===== src/rtl/pwm_duty_generator_if.sv =====
// Control/output bundle for the PWM duty generator: enable, two raw buttons, PWM out.
interface pwm_duty_generator_if;
    logic ena;
    logic ui_increase_duty;
    logic ui_decrease_duty;
    logic uo_PWM_OUT;

    // Controller side: drives enable and buttons, observes the PWM output
    modport master (
        output ena,
        output ui_increase_duty,
        output ui_decrease_duty,
        input  uo_PWM_OUT
    );

    // Generator side
    modport slave (
        input  ena,
        input  ui_increase_duty,
        input  ui_decrease_duty,
        output uo_PWM_OUT
    );
endinterface


===== src/rtl/pwm_duty_generator.sv =====
// Fixed-frequency PWM generator. Duty moves one step per debounced button press,
// saturating at DUTY_MIN/DUTY_MAX; new duty takes effect at the next period start.
module pwm_duty_generator #(
    parameter int unsigned PERIOD    = 10,
    parameter int unsigned DUTY_INIT = 5,
    parameter int unsigned DUTY_MIN  = 1,
    parameter int unsigned DUTY_MAX  = 9,
    parameter int unsigned DEB_DIV   = 4
) (
    input  logic                 clk,
    input  logic                 rst_n,
    pwm_duty_generator_if.slave  bus
);

    localparam int unsigned CW = $clog2(PERIOD + 1);
    localparam int unsigned DW = $clog2(DEB_DIV);

    localparam logic [CW-1:0] CNT_LAST   = CW'(PERIOD - 1);
    localparam logic [CW-1:0] DUTY_RST   = CW'(DUTY_INIT);
    localparam logic [CW-1:0] DUTY_LO    = CW'(DUTY_MIN);
    localparam logic [CW-1:0] DUTY_HI    = CW'(DUTY_MAX);
    localparam logic [DW-1:0] DEB_LAST   = DW'(DEB_DIV - 1);

    // Reject parameter sets that would let duty leave the period or break the tick divider
    if (!((DUTY_MIN <= DUTY_INIT) && (DUTY_INIT <= DUTY_MAX) &&
          (DUTY_MAX <= PERIOD) && (DEB_DIV >= 2) && (PERIOD >= 1))) begin : g_param_check
        $error("pwm_duty_generator: illegal parameter combination");
    end

    logic [DW-1:0] deb_cnt_q;
    logic          tick;

    logic          inc_s1_q, inc_s2_q;
    logic          dec_s1_q, dec_s2_q;
    logic          press_inc, press_dec;

    logic [CW-1:0] duty_q,  duty_nxt;
    logic [CW-1:0] dact_q,  dact_nxt;
    logic [CW-1:0] cnt_q,   cnt_nxt;
    logic          pwm_q,   pwm_nxt;

    // Debounce sample tick: one cycle in every DEB_DIV, runs regardless of enable
    always_ff @(posedge clk or negedge rst_n) begin
        if (!rst_n) begin
            deb_cnt_q <= '0;
        end else if (deb_cnt_q == DEB_LAST) begin
            deb_cnt_q <= '0;
        end else begin
            deb_cnt_q <= deb_cnt_q + DW'(1);
        end
    end

    assign tick = (deb_cnt_q == DEB_LAST);

    // Two-stage button samplers, loaded only on tick
    always_ff @(posedge clk or negedge rst_n) begin
        if (!rst_n) begin
            inc_s1_q <= 1'b0;
            inc_s2_q <= 1'b0;
            dec_s1_q <= 1'b0;
            dec_s2_q <= 1'b0;
        end else if (tick) begin
            inc_s1_q <= bus.ui_increase_duty;
            inc_s2_q <= inc_s1_q;
            dec_s1_q <= bus.ui_decrease_duty;
            dec_s2_q <= dec_s1_q;
        end
    end

    // A press is a low-to-high step between consecutive samples; lasts one tick interval
    assign press_inc = inc_s1_q & ~inc_s2_q;
    assign press_dec = dec_s1_q & ~dec_s2_q;

    // Next duty: saturating step on tick while enabled; simultaneous presses cancel
    always_comb begin
        duty_nxt = duty_q;
        if (tick && bus.ena) begin
            case ({press_inc, press_dec})
                2'b10: begin
                    if (duty_q < DUTY_HI) begin
                        duty_nxt = duty_q + CW'(1);
                    end
                end
                2'b01: begin
                    if (duty_q > DUTY_LO) begin
                        duty_nxt = duty_q - CW'(1);
                    end
                end
                default: begin
                    duty_nxt = duty_q;
                end
            endcase
        end
    end

    // Period counter and period-aligned duty latch; counter parks at 0 while disabled
    always_comb begin
        cnt_nxt  = '0;
        dact_nxt = dact_q;
        if (bus.ena) begin
            if (cnt_q == CNT_LAST) begin
                cnt_nxt  = '0;
                dact_nxt = duty_q;
            end else begin
                cnt_nxt  = cnt_q + CW'(1);
            end
        end
    end

    // Output compare, registered one cycle behind the counter
    assign pwm_nxt = bus.ena & (cnt_q < dact_q);

    // Duty, active duty, counter and output registers
    always_ff @(posedge clk or negedge rst_n) begin
        if (!rst_n) begin
            duty_q <= DUTY_RST;
            dact_q <= DUTY_RST;
            cnt_q  <= '0;
            pwm_q  <= 1'b0;
        end else begin
            duty_q <= duty_nxt;
            dact_q <= dact_nxt;
            cnt_q  <= cnt_nxt;
            pwm_q  <= pwm_nxt;
        end
    end

    assign bus.uo_PWM_OUT = pwm_q;

endmodule


===== src/flat_wrapper.sv =====
// flat-port wrapper written by rule: the top's interface ports become plain ports
module pwm_duty_generator_flat 
#(
    parameter int unsigned PERIOD    = 10,
    parameter int unsigned DUTY_INIT = 5,
    parameter int unsigned DUTY_MIN  = 1,
    parameter int unsigned DUTY_MAX  = 9,
    parameter int unsigned DEB_DIV   = 4
)
  (clk, rst_n, bus_ena, bus_ui_increase_duty, bus_ui_decrease_duty, bus_uo_PWM_OUT);
  pwm_duty_generator_if bus_i ();
  input  logic clk;
  input  logic rst_n;
  input wire logic [$bits(bus_i.ena)-1:0] bus_ena;
  input wire logic [$bits(bus_i.ui_increase_duty)-1:0] bus_ui_increase_duty;
  input wire logic [$bits(bus_i.ui_decrease_duty)-1:0] bus_ui_decrease_duty;
  output wire logic [$bits(bus_i.uo_PWM_OUT)-1:0] bus_uo_PWM_OUT;
  assign bus_i.ena = bus_ena;
  assign bus_i.ui_increase_duty = bus_ui_increase_duty;
  assign bus_i.ui_decrease_duty = bus_ui_decrease_duty;
  assign bus_uo_PWM_OUT = bus_i.uo_PWM_OUT;
  pwm_duty_generator #(.PERIOD(PERIOD), .DUTY_INIT(DUTY_INIT), .DUTY_MIN(DUTY_MIN), .DUTY_MAX(DUTY_MAX), .DEB_DIV(DEB_DIV)) u_core (.clk(clk), .rst_n(rst_n), .bus(bus_i));
endmodule

===== config.mk =====
export PLATFORM = sky130hd
export DESIGN_NAME = pwm_duty_generator_flat
export DESIGN_NICKNAME = d
export VERILOG_FILES = /design/src/rtl/pwm_duty_generator_if.sv /design/src/rtl/pwm_duty_generator.sv /design/src/flat_wrapper.sv
export SDC_FILE = /design/constraint.sdc
export NUM_CORES = 1
export LEC_CHECK = 0
export BUFFER_PORTS_ARGS = -buffer_cell sky130_fd_sc_hd__buf_2
export CORE_MARGIN = 3
export CORE_UTILIZATION = 58
export DETAILED_ROUTE_END_ITERATION = 8
export GPL_TIMING_DRIVEN = 1
export PLACE_DENSITY = 0.89
export SLEW_MARGIN = 10
export SYNTH_ARGS = -nofsm -noshare
export SYNTH_HDL_FRONTEND = slang
export SYNTH_SLANG_ARGS = --single-unit

===== constraint.sdc =====
create_clock -name clk -period 1.8 [get_ports clk]
set_input_delay 0.09 -clock clk [delete_from_list [all_inputs] [get_ports clk]]
set_output_delay 0.09 -clock clk [all_outputs]
set_load 0.01 [all_outputs]

== Word-level counts from Yosys, hierarchy flattened ==
Index checks and enable logic that the tools add are counted.
Storage, ports and cells
  word-level logic and storage cells: 37
  output and inout bits: 1
  bits in registers: 19
  bits of input ports: 5
Cells by class
  magnitude comparators: 3
  bitwise logic cells: 5
  reductions and logical operators: 4
  equal/unequal tests: 6
  muxes and demuxes: 6
  add/subtract/negate cells: 4
Operator list (number)
  $mux W4: 4
  $add A4 B1 Y4 const B: 2
  $pmux W4 S2: 1
  $eq A2 B2 Y1 const B: 2
  $eq A4 B4 Y1 const B: 1
  $gt A4 B1 Y1 const B: 1
  $lt A4 B4 Y1: 1
  $lt A4 B4 Y1 const B: 1
  $ne A2 B1 Y1 const B: 2
  $reduce_and A4 Y1: 1
  $sub A4 B1 Y4 const B: 1
  $and A1 B1 Y1: 3
  $add A2 B1 Y2 const B: 1
  $eq A2 B1 Y1 const B: 1
  $mux W2: 1
  $not A1 Y1: 2
  $reduce_and A2 Y1: 1
  $reduce_bool A2 Y1: 1
  $logic_and A1 B1 Y1: 1

== Depth between registers and ports, before layout ==
Gate-level depths: netlist of the first run.
  depth after elaboration: 5
  mapped depth: 6
  depth with buffers taken out: 6

== Worst setup path before layout of the first run ==
Ideal clock, no wire load.
  kind: register to register
  start point: register u_core.duty_q[0]
  end point: register u_core.duty_q[3]
  slack: 0.258 ns
  setup time: 0.127 ns
  data arrival time: 1.415 ns
  buffers on the path: 0
  data required time: 1.673 ns
  stages on the path, launching flop included: 7
  period minus slack after synthesis: 1.542 ns
  cell sequence: dfstp_2 > inv_1 > ha_1 > nor2_1 > o311a_4 > o221ai_1 > xnor2_1
On the way
  word-level cells in the longest chain between the ends: 3
  elaborated cells between the ends (all ways): 10
  classes of those cells: add/sub: 2; order compare: 2; eq/ne: 2; mux: 3; reduce/logical: 1
Ends and longest elaborated chain
  from (decl): line pwm_duty_generator.sv:37  | logic [CW-1:0] duty_q, duty_nxt;
  from (signal assigned): line pwm_duty_generator.sv:121  | duty_q <= duty_nxt;
  $sub A4 B1 Y4 (tied with other cells): line pwm_duty_generator.sv:86  | duty_nxt = duty_q - CW'(1);
  $mux W4 (tied with other cells): line pwm_duty_generator.sv:85  | if (duty_q > DUTY_LO) begin
  $pmux W4 S2 or $reduce_and A4 Y1 (tied branches)
Several ways; a longest one is shown, not always the timed one. The select of a mux whose other input is x is not followed.
A chain may end at the register's enable or synchronous reset.

== Worst setup path in the final report of the first run ==
Same ends and word-level chain as after synthesis.

==> run summary, run 1 <==
count of endpoints failing setup in the final report: 0
PostCTS Resize Cnt: 0
width of the chip: 47.7 um
standard cell core area: 1580 sq um
worst setup timing slack at the placement stage: 0.141 ns
Hold WS: 0.0202 ns
Longest Clk Path Bufs: 2
crit path capture type: flop
cell count after synthesis: 85
Max VDD drop: 0.000613 V
number of max-slew violations in the final report: 0
met2 Resource Use GR: 0.285
biggest area contributors in the synthesized netlist: sky130_fd_sc_hd__dfrtp_1 37%, sky130_fd_sc_hd__ha_1 11%, sky130_fd_sc_hd__dfstp_2 10%, sky130_fd_sc_hd__mux2_2 6.7%, sky130_fd_sc_hd__xnor2_1 3.5%
maximum number of pins on one net before global-route repair: 20
worst-skew pair later-pin latency: 0.30 ns
Avg Cell Area, Syn: 11.9 sq um
count of warnings emitted by yosys: 0
Max stage delay cell, worst path: sky130_fd_sc_hd__dfstp_2
global-route wire length before repair: 2680 um
required time of the critical path: 1.99 ns
Die Y: 47.7 um
placed instance count: 106
Routed Wire Length: 1520 um
final period demand of the worst path: 1.67 ns
busiest layer in global routing: met2
GR Util met3: 0.0338
Cell Rows: 14
critical path fanouts, max: 6
wire length per cell: 13.6 um
final weighted congestion of routability-driven global placement: 0.845
minimum setup slack in the final design: 0.134 ns
final period utilization: 0.926
area growth from synthesis to layout: 8.07%
CTS Root Cell: sky130_fd_sc_hd__clkbuf_4
Arrival @ worst endpoint: 1.86 ns
Post-Route Setup TNS: 0 ns
count of antenna-violating nets left after detailed routing: 0
Initial Utilization: 0.640
cell accounting for the most synthesized area: sky130_fd_sc_hd__dfrtp_1
Cell variety after synth: 28
static power due to leakage: 0.000486 uW
slew of the pin with the lowest slew margin: 0.400 ns
Finished Layout Cells: 111
total power divided by cell area: 960 nW/um^2
Num Clock Sinks: 19
detailed router's first-iteration violation count: 3
post-synthesis net count: 99
clock slew at the register clock pins of the worst setup and hold paths: 0.10 ns
sum of overflow across all layers after global routing: 0
maximum clock frequency: 600 MHz
Max Clock Skew: 0.00600 ns
share of synthesized area occupied by flip-flops and latches: 0.476
clock tree from TritonCTS: yes
unrepaired setup endpoints after global routing: no
area of the mapped netlist: 1010 sq um
met1 track demand over resource: 0.222
number of placed I/O pins: 6
via count of the routed design: 617
antenna diode instance count: 0
vias per std cell: 5.56
Final HPWL DP: 1160 um
ordered cell list for the critical path: inv_1 -> ha_1 -> nor2_1 -> o311a_4 -> o221ai_1 -> xnor2_1
FF+latch count, synth: 19
number of nets in the layout: 110
outcome: finished, final reports clean
number of clock buffers inserted by TritonCTS: 3
relative slew slack: 0.733
die outline area: 2280 sq um
buffers inserted by post-CTS timing repair: 0
longest individual stage delay on the worst path: 0.61 ns
worst min-delay path category: in2reg
first-pass iteration count of the detailed router: 4
area share of the leading cell type in the synthesized netlist: 0.372
number of max-cap violations: 0
Critical Setup Path Class: reg2reg
initial antenna violation count: 0
hold violation count in the final report: 0
DRC violation count after routing: 0
vias in the first global route: 595
Max H-tree Level: 1
Port-buffer cells: 5
overall fraction of global-route tracks in use: 0.182
share of layout cells above drive strength 1: 0.263
Hold Buf Count CTS: 1
kind of start point of the critical path: flop
## report_power, final
group / switching (uW) / internal [uW] / leakage [uW] / total [uW]
sequential: 78.3 / 498 / 0.000231 / 576
clock: 123 / 86.4 / 0.0000150 / 209
combinational: 131 / 130 / 0.000240 / 261
## layout by cell type, fill, tap and decap left out
cell type                        n
sky130_fd_sc_hd__ha_1            9
sky130_fd_sc_hd__nor3_1          1
sky130_fd_sc_hd__nor2b_1         2
sky130_fd_sc_hd__o21ai_0         3
sky130_fd_sc_hd__and3_2          2
sky130_fd_sc_hd__a21o_1          2
sky130_fd_sc_hd__o21ai_2         1
sky130_fd_sc_hd__nand2_1         5
sky130_fd_sc_hd__nand2b_4        1
sky130_fd_sc_hd__nand3_1         1
sky130_fd_sc_hd__o221ai_1        2
sky130_fd_sc_hd__nor2_1          4
sky130_fd_sc_hd__mux2i_1         2
sky130_fd_sc_hd__a211oi_4        1
sky130_fd_sc_hd__and2b_4         1
sky130_fd_sc_hd__a21boi_0        1
sky130_fd_sc_hd__inv_1           6
sky130_fd_sc_hd__nand4b_1        1
sky130_fd_sc_hd__clkbuf_1        1
sky130_fd_sc_hd__dfrtp_1        15
sky130_fd_sc_hd__a21oi_1         4
sky130_fd_sc_hd__dlygate4sd3_1   1
sky130_fd_sc_hd__dfstp_2         4
sky130_fd_sc_hd__nand2b_1        3
sky130_fd_sc_hd__and2_1          1
sky130_fd_sc_hd__clkbuf_4        3
sky130_fd_sc_hd__nor3b_1         1
sky130_fd_sc_hd__buf_2           5
sky130_fd_sc_hd__xnor2_1         4
sky130_fd_sc_hd__o311a_4         1
sky130_fd_sc_hd__xor2_1          1
sky130_fd_sc_hd__mux2_2          6
## per-stage QoR
stage                      util  instance area, sq um  power [uW]
after floorplan               -                  1010         772
after global placement    0.668                  1050         825
after detailed placement  0.668                  1050         844
after CTS                 0.691                  1090        1060
after global routing      0.691                  1090        1110
final                     0.691                  1090        1050
## worst max-delay path, delay by kind of cell (launching register included)
kind	cells	cell delay, ns
buffers and inverters	1	0.09
XOR/XNOR	1	0.15
adder cells (fa/ha/maj)	1	0.26
AND/OR/NAND/NOR	1	0.15
AO/OA/AOI/OAI	2	0.32
flip-flops	1	0.61
## metal layers
layer | vias up | routed length [um]
met2 | 8 | 740
met4 | 0 | 52
met1 | 291 | 689
li1 | 313 | -
met5 | - | 0
met3 | 5 | 32
## cell families after synthesis
group | count (synthesis) | share of synthesized area
compound gates | 15 | 0.124
flops | 19 | 0.476
buf+inv | 6 | 0.0223
simple gates | 23 | 0.135
xor+xnor | 5 | 0.0434
fa+ha+maj | 9 | 0.112
mux | 8 | 0.0868
## path summary, 6_finish.rpt
| path | from | endpoint | slack (ns) | cells after the start |
|---|---|---|---|---|
| max | u_core.duty_q[0]$_DFFE_PN1P_ | u_core.duty_q[3]$_DFFE_PN0P_ | 0.13 | 6 |
| min | bus_ui_decrease_duty | u_core.dec_s1_q$_DFFE_PN0N_ | 0.02 | 2 |
| max reg2reg | u_core.duty_q[0]$_DFFE_PN1P_ | u_core.duty_q[3]$_DFFE_PN0P_ | 0.13 | 6 |
| min reg2reg | u_core.deb_cnt_q[0]$_DFF_PN0_ | u_core.deb_cnt_q[0]$_DFF_PN0_ | 0.44 | 1 |
| max in group asynchronous | rst_n | u_core.duty_q[0]$_DFFE_PN1P_ | 1.24 | 2 |
| min in group asynchronous | rst_n | u_core.cnt_q[0]$_DFF_PN0_ | 0.24 | 2 |
## cells in the mapped netlist, drive strengths merged
master / count
and2b: 1
mux2: 6
nor3b: 1
xnor2: 4
a21o: 2
nor2b: 2
xor2: 1
and3: 2
nand4b: 1
nand2b: 4
a211oi: 1
o311a: 1
ha: 9
nand2: 5
dfrtp: 15
inv: 6
and2: 1
nand3: 1
mux2i: 2
o221ai: 2
a21boi: 1
o21ai: 4
nor3: 1
nor2: 4
a21oi: 4
dfstp: 4
## sequential cells by signal (all words and copies together) (netlist names)
name and cells:
u_core.dec_s1_q 1, u_core.deb_cnt_q 2, u_core.inc_s2_q 1, u_core.bus.uo_PWM_OUT 1, u_core.cnt_q 4, u_core.duty_q 4
u_core.dec_s2_q 1, u_core.dact_q 4, u_core.inc_s1_q 1
## layout make-up
cell class | instances | area [sq um]
repair buffers | 6 | 35.0
fillers | 132 | 487
multi-input cells | 60 | 505
flip-flops and latches | 19 | 480
clock buffers | 4 | 26.3
well taps | 16 | 20.0
inverters | 6 | 22.5
No activity file was read; power rests on OpenSTA's default activity.
==> run 2, diff against run 1 <==
Settings changed: RECOVER_POWER from default to 25.
==> run 2 against run 1 <==
Effect of this change: hold slack did not move; sequential share of layout area rose by 0.051 points; setup slack did not move; combinational power barely moved; first-iteration DRC count did not move; utilization fell by 0.079 points; non-clock buffer count did not move; largest cell class unchanged; clock skew did not move; critical path type unchanged; clock power barely moved; largest power group unchanged.
==> run summary, run 2 (synthesis gave the netlist of run 1 again) <==
Reg2Reg Setup Slack: 0.13 ns (about the same)
GR Util met3: 0.0338 (unchanged)
number of clock buffers inserted by TritonCTS: 3 (unchanged)
beginning of the worst hold path: bus_ui_decrease_duty
maximum number of pins on one net before global-route repair: 20 (unchanged)
number of nets in the layout: 110 (unchanged)
placed instance count: 106 (unchanged)
detailed router's first-iteration violation count: 3 (unchanged)
Initial Utilization: 0.640 (unchanged)
worst min-delay path category: in2reg
registers with the highest flip-flop counts: u_core.cnt_q: 4 flops, u_core.dact_q: 4 flops, u_core.duty_q: 4 flops
static power due to leakage: 0.000484 uW (-0.57%)
top library cells by usage in the layout, fill and taps aside: 15 x sky130_fd_sc_hd__dfrtp_1, 9 x sky130_fd_sc_hd__ha_1, 6 x sky130_fd_sc_hd__inv_1, 6 x sky130_fd_sc_hd__mux2_2, 5 x sky130_fd_sc_hd__nand2_1
buffers inserted by post-CTS timing repair: 0 (unchanged)
slew of the pin with the lowest slew margin: 0.956 ns (+0.556 ns)
sum of overflow across all layers after global routing: 0 (unchanged)
ordered cell list for the critical path: inv_1 -> ha_1 -> nor2_1 -> o311a_4 -> o221ai_1 -> xnor2_1
number of placed I/O pins: 6 (unchanged)
kind of start point of the critical path: flop
initial antenna violation count: 0 (unchanged)
PostCTS Resize Cnt: 0 (unchanged)
area of all placed cells without fillers: 1090 sq um (-0.12%)
Seq. cell area: 480 sq um (unchanged)
first-pass iteration count of the detailed router: 4 (unchanged)
Cell Rows: 14 (unchanged)
relative slew slack: 0.363 (-0.371)
overall fraction of global-route tracks in use: 0.182 (unchanged)
final period utilization: 0.926 (unchanged)
Post-Route Setup TNS: 0 ns (unchanged)
wire length per cell: 13.6 um (-0.13%)
capture point of the worst reg-to-reg path: u_core.duty_q[3]$_DFFE_PN0P_
hold violation count in the final report: 0 (unchanged)
busiest layer in global routing: met2
Worst R2R Start: u_core.duty_q[0]$_DFFE_PN1P_
required time of the critical path: 1.99 ns (about the same)
number of max-cap violations: 0 (unchanged)
area growth from synthesis to layout: 7.94%
Die Y: 47.7 um (unchanged)
overall power after layout: 1050 uW (about the same)
share of layout cells above drive strength 1: 0.253 (-0.0105)
Arrival @ worst endpoint: 1.86 ns (about the same)
outcome: finished, final reports clean
longest individual stage delay on the worst path: 0.61 ns (about the same)
width of the chip: 47.7 um (unchanged)
vias in the first global route: 595 (unchanged)
Max Clock Skew: 0.00600 ns (unchanged)
Max H-tree Level: 1 (unchanged)
total of fill cells in the finished design: 133 (+0.76%)
critical path fanouts, max: 6 (unchanged)
Finished Layout Cells: 111 (unchanged)
final period demand of the worst path: 1.67 ns (unchanged)
via count of the routed design: 617 (unchanged)
most common library cell in the layout ignoring fill and taps: sky130_fd_sc_hd__dfrtp_1
worst-skew pair later-pin latency: 0.30 ns (about the same)
worst setup path endpoint: u_core.duty_q[3]$_DFFE_PN0P_
Num Clock Sinks: 19 (unchanged)
CTS Root Cell: sky130_fd_sc_hd__clkbuf_4
combined area of the multi-input logic cells: 505 sq um (unchanged)
Port-buffer cells: 5 (unchanged)
Longest Clk Path Bufs: 2 (unchanged)
total power divided by cell area: 961 nW/um^2 (about the same)
clock slew at the register clock pins of the worst setup and hold paths: 0.10 ns (about the same)
antenna diode instance count: 0 (unchanged)
DRC violation count after routing: 0 (unchanged)
Max stage delay cell, worst path: sky130_fd_sc_hd__dfstp_2
number of max-slew violations in the final report: 0 (unchanged)
count of endpoints failing setup in the final report: 0 (unchanged)
Critical Setup Path Class: reg2reg
Routed Wire Length: 1510 um (-0.13%)
unrepaired setup endpoints after global routing: no
instance area after placement: 1050 sq um (unchanged)
maximum clock frequency: 600 MHz (unchanged)
global-route wire length before repair: 2680 um (unchanged)
origin of the worst setup path: u_core.duty_q[0]$_DFFE_PN1P_
Hold WS: 0.0202 ns (unchanged)
Worst Reg-to-Reg Cells: 6 (unchanged)
die outline area: 2280 sq um (unchanged)
final weighted congestion of routability-driven global placement: 0.845 (unchanged)
count of antenna-violating nets left after detailed routing: 0 (unchanged)
standard cell core area: 1580 sq um (unchanged)
Max VDD drop: 0.000613 V (about the same)
met2 Resource Use GR: 0.285 (unchanged)
Final HPWL DP: 1160 um (unchanged)
crit path capture type: flop
clock tree from TritonCTS: yes
vias per std cell: 5.56 (unchanged)
met1 track demand over resource: 0.222 (unchanged)
[run 2: cell types whose count changed in the layout (fill, tap and decap cells not counted)]
cell                       before  now
sky130_fd_sc_hd__buf_2          5    4
sky130_fd_sc_hd__clkbuf_1       1    2
[run 2: critical path: cells and delay by family (launching register included)]
family          cells  cell delay [ns]
xor+xnor            1             0.15
compound gates      2             0.32
buf+inv             1             0.09
simple gates        1             0.15
flops               1             0.61
fa+ha+maj           1             0.26
[run 2: worst min path at each step]
stage | endpoint | slack (ns) | cells after the start
after global routing | u_core.dec_s1_q$_DFFE_PN0N_ | 0.02 | 2
after global placement | u_core.cnt_q[0]$_DFF_PN0_ | 0.04 | 1
after detailed placement | u_core.bus.uo_PWM_OUT$_DFF_PN0_ | 0.04 | 1
final | u_core.dec_s1_q$_DFFE_PN0N_ | 0.02 | 2
after floorplan | u_core.bus.uo_PWM_OUT$_DFF_PN0_ | -0.21 | 0
after CTS | u_core.dec_s1_q$_DFFE_PN0N_ | 0.02 | 2
[run 2: through the flow]
step	setup slack [ns]	utilization
floorplan	0.258	-
global placement	0.189	0.668
detailed placement	0.141	0.668
CTS	0.121	0.691
global route	0.0352	0.690
finish	0.134	0.690
[run 2: timing repair]
item,CTS,global route
hold buffers,1,0
endpoints found under the setup margin,0,0
endpoints found under the hold margin,15,0
[run 2: routing by layer]
metal	vias up	part of all wire
li1	313	-
met4	0	0.034
met1	291	0.45
met5	-	0
met3	5	0.021
met2	8	0.49
[run 2: final cells by class]
type | count | share of cell area
repair buffers | 6 | 0.0310
clock buffers | 4 | 0.0241
well taps | 16 | 0.0184
inverters | 6 | 0.0207
multi-input cells | 60 | 0.464
flip-flops and latches | 19 | 0.441
[run 2: where the power goes]
part | internal [uW] | leakage (uW) | switching, uW
registers | 498 | 0.000231 | 78.3
clock network | 86.4 | 0.0000150 | 123
logic | 130 | 0.000237 | 131
total | 714 | 0.000484 | 332
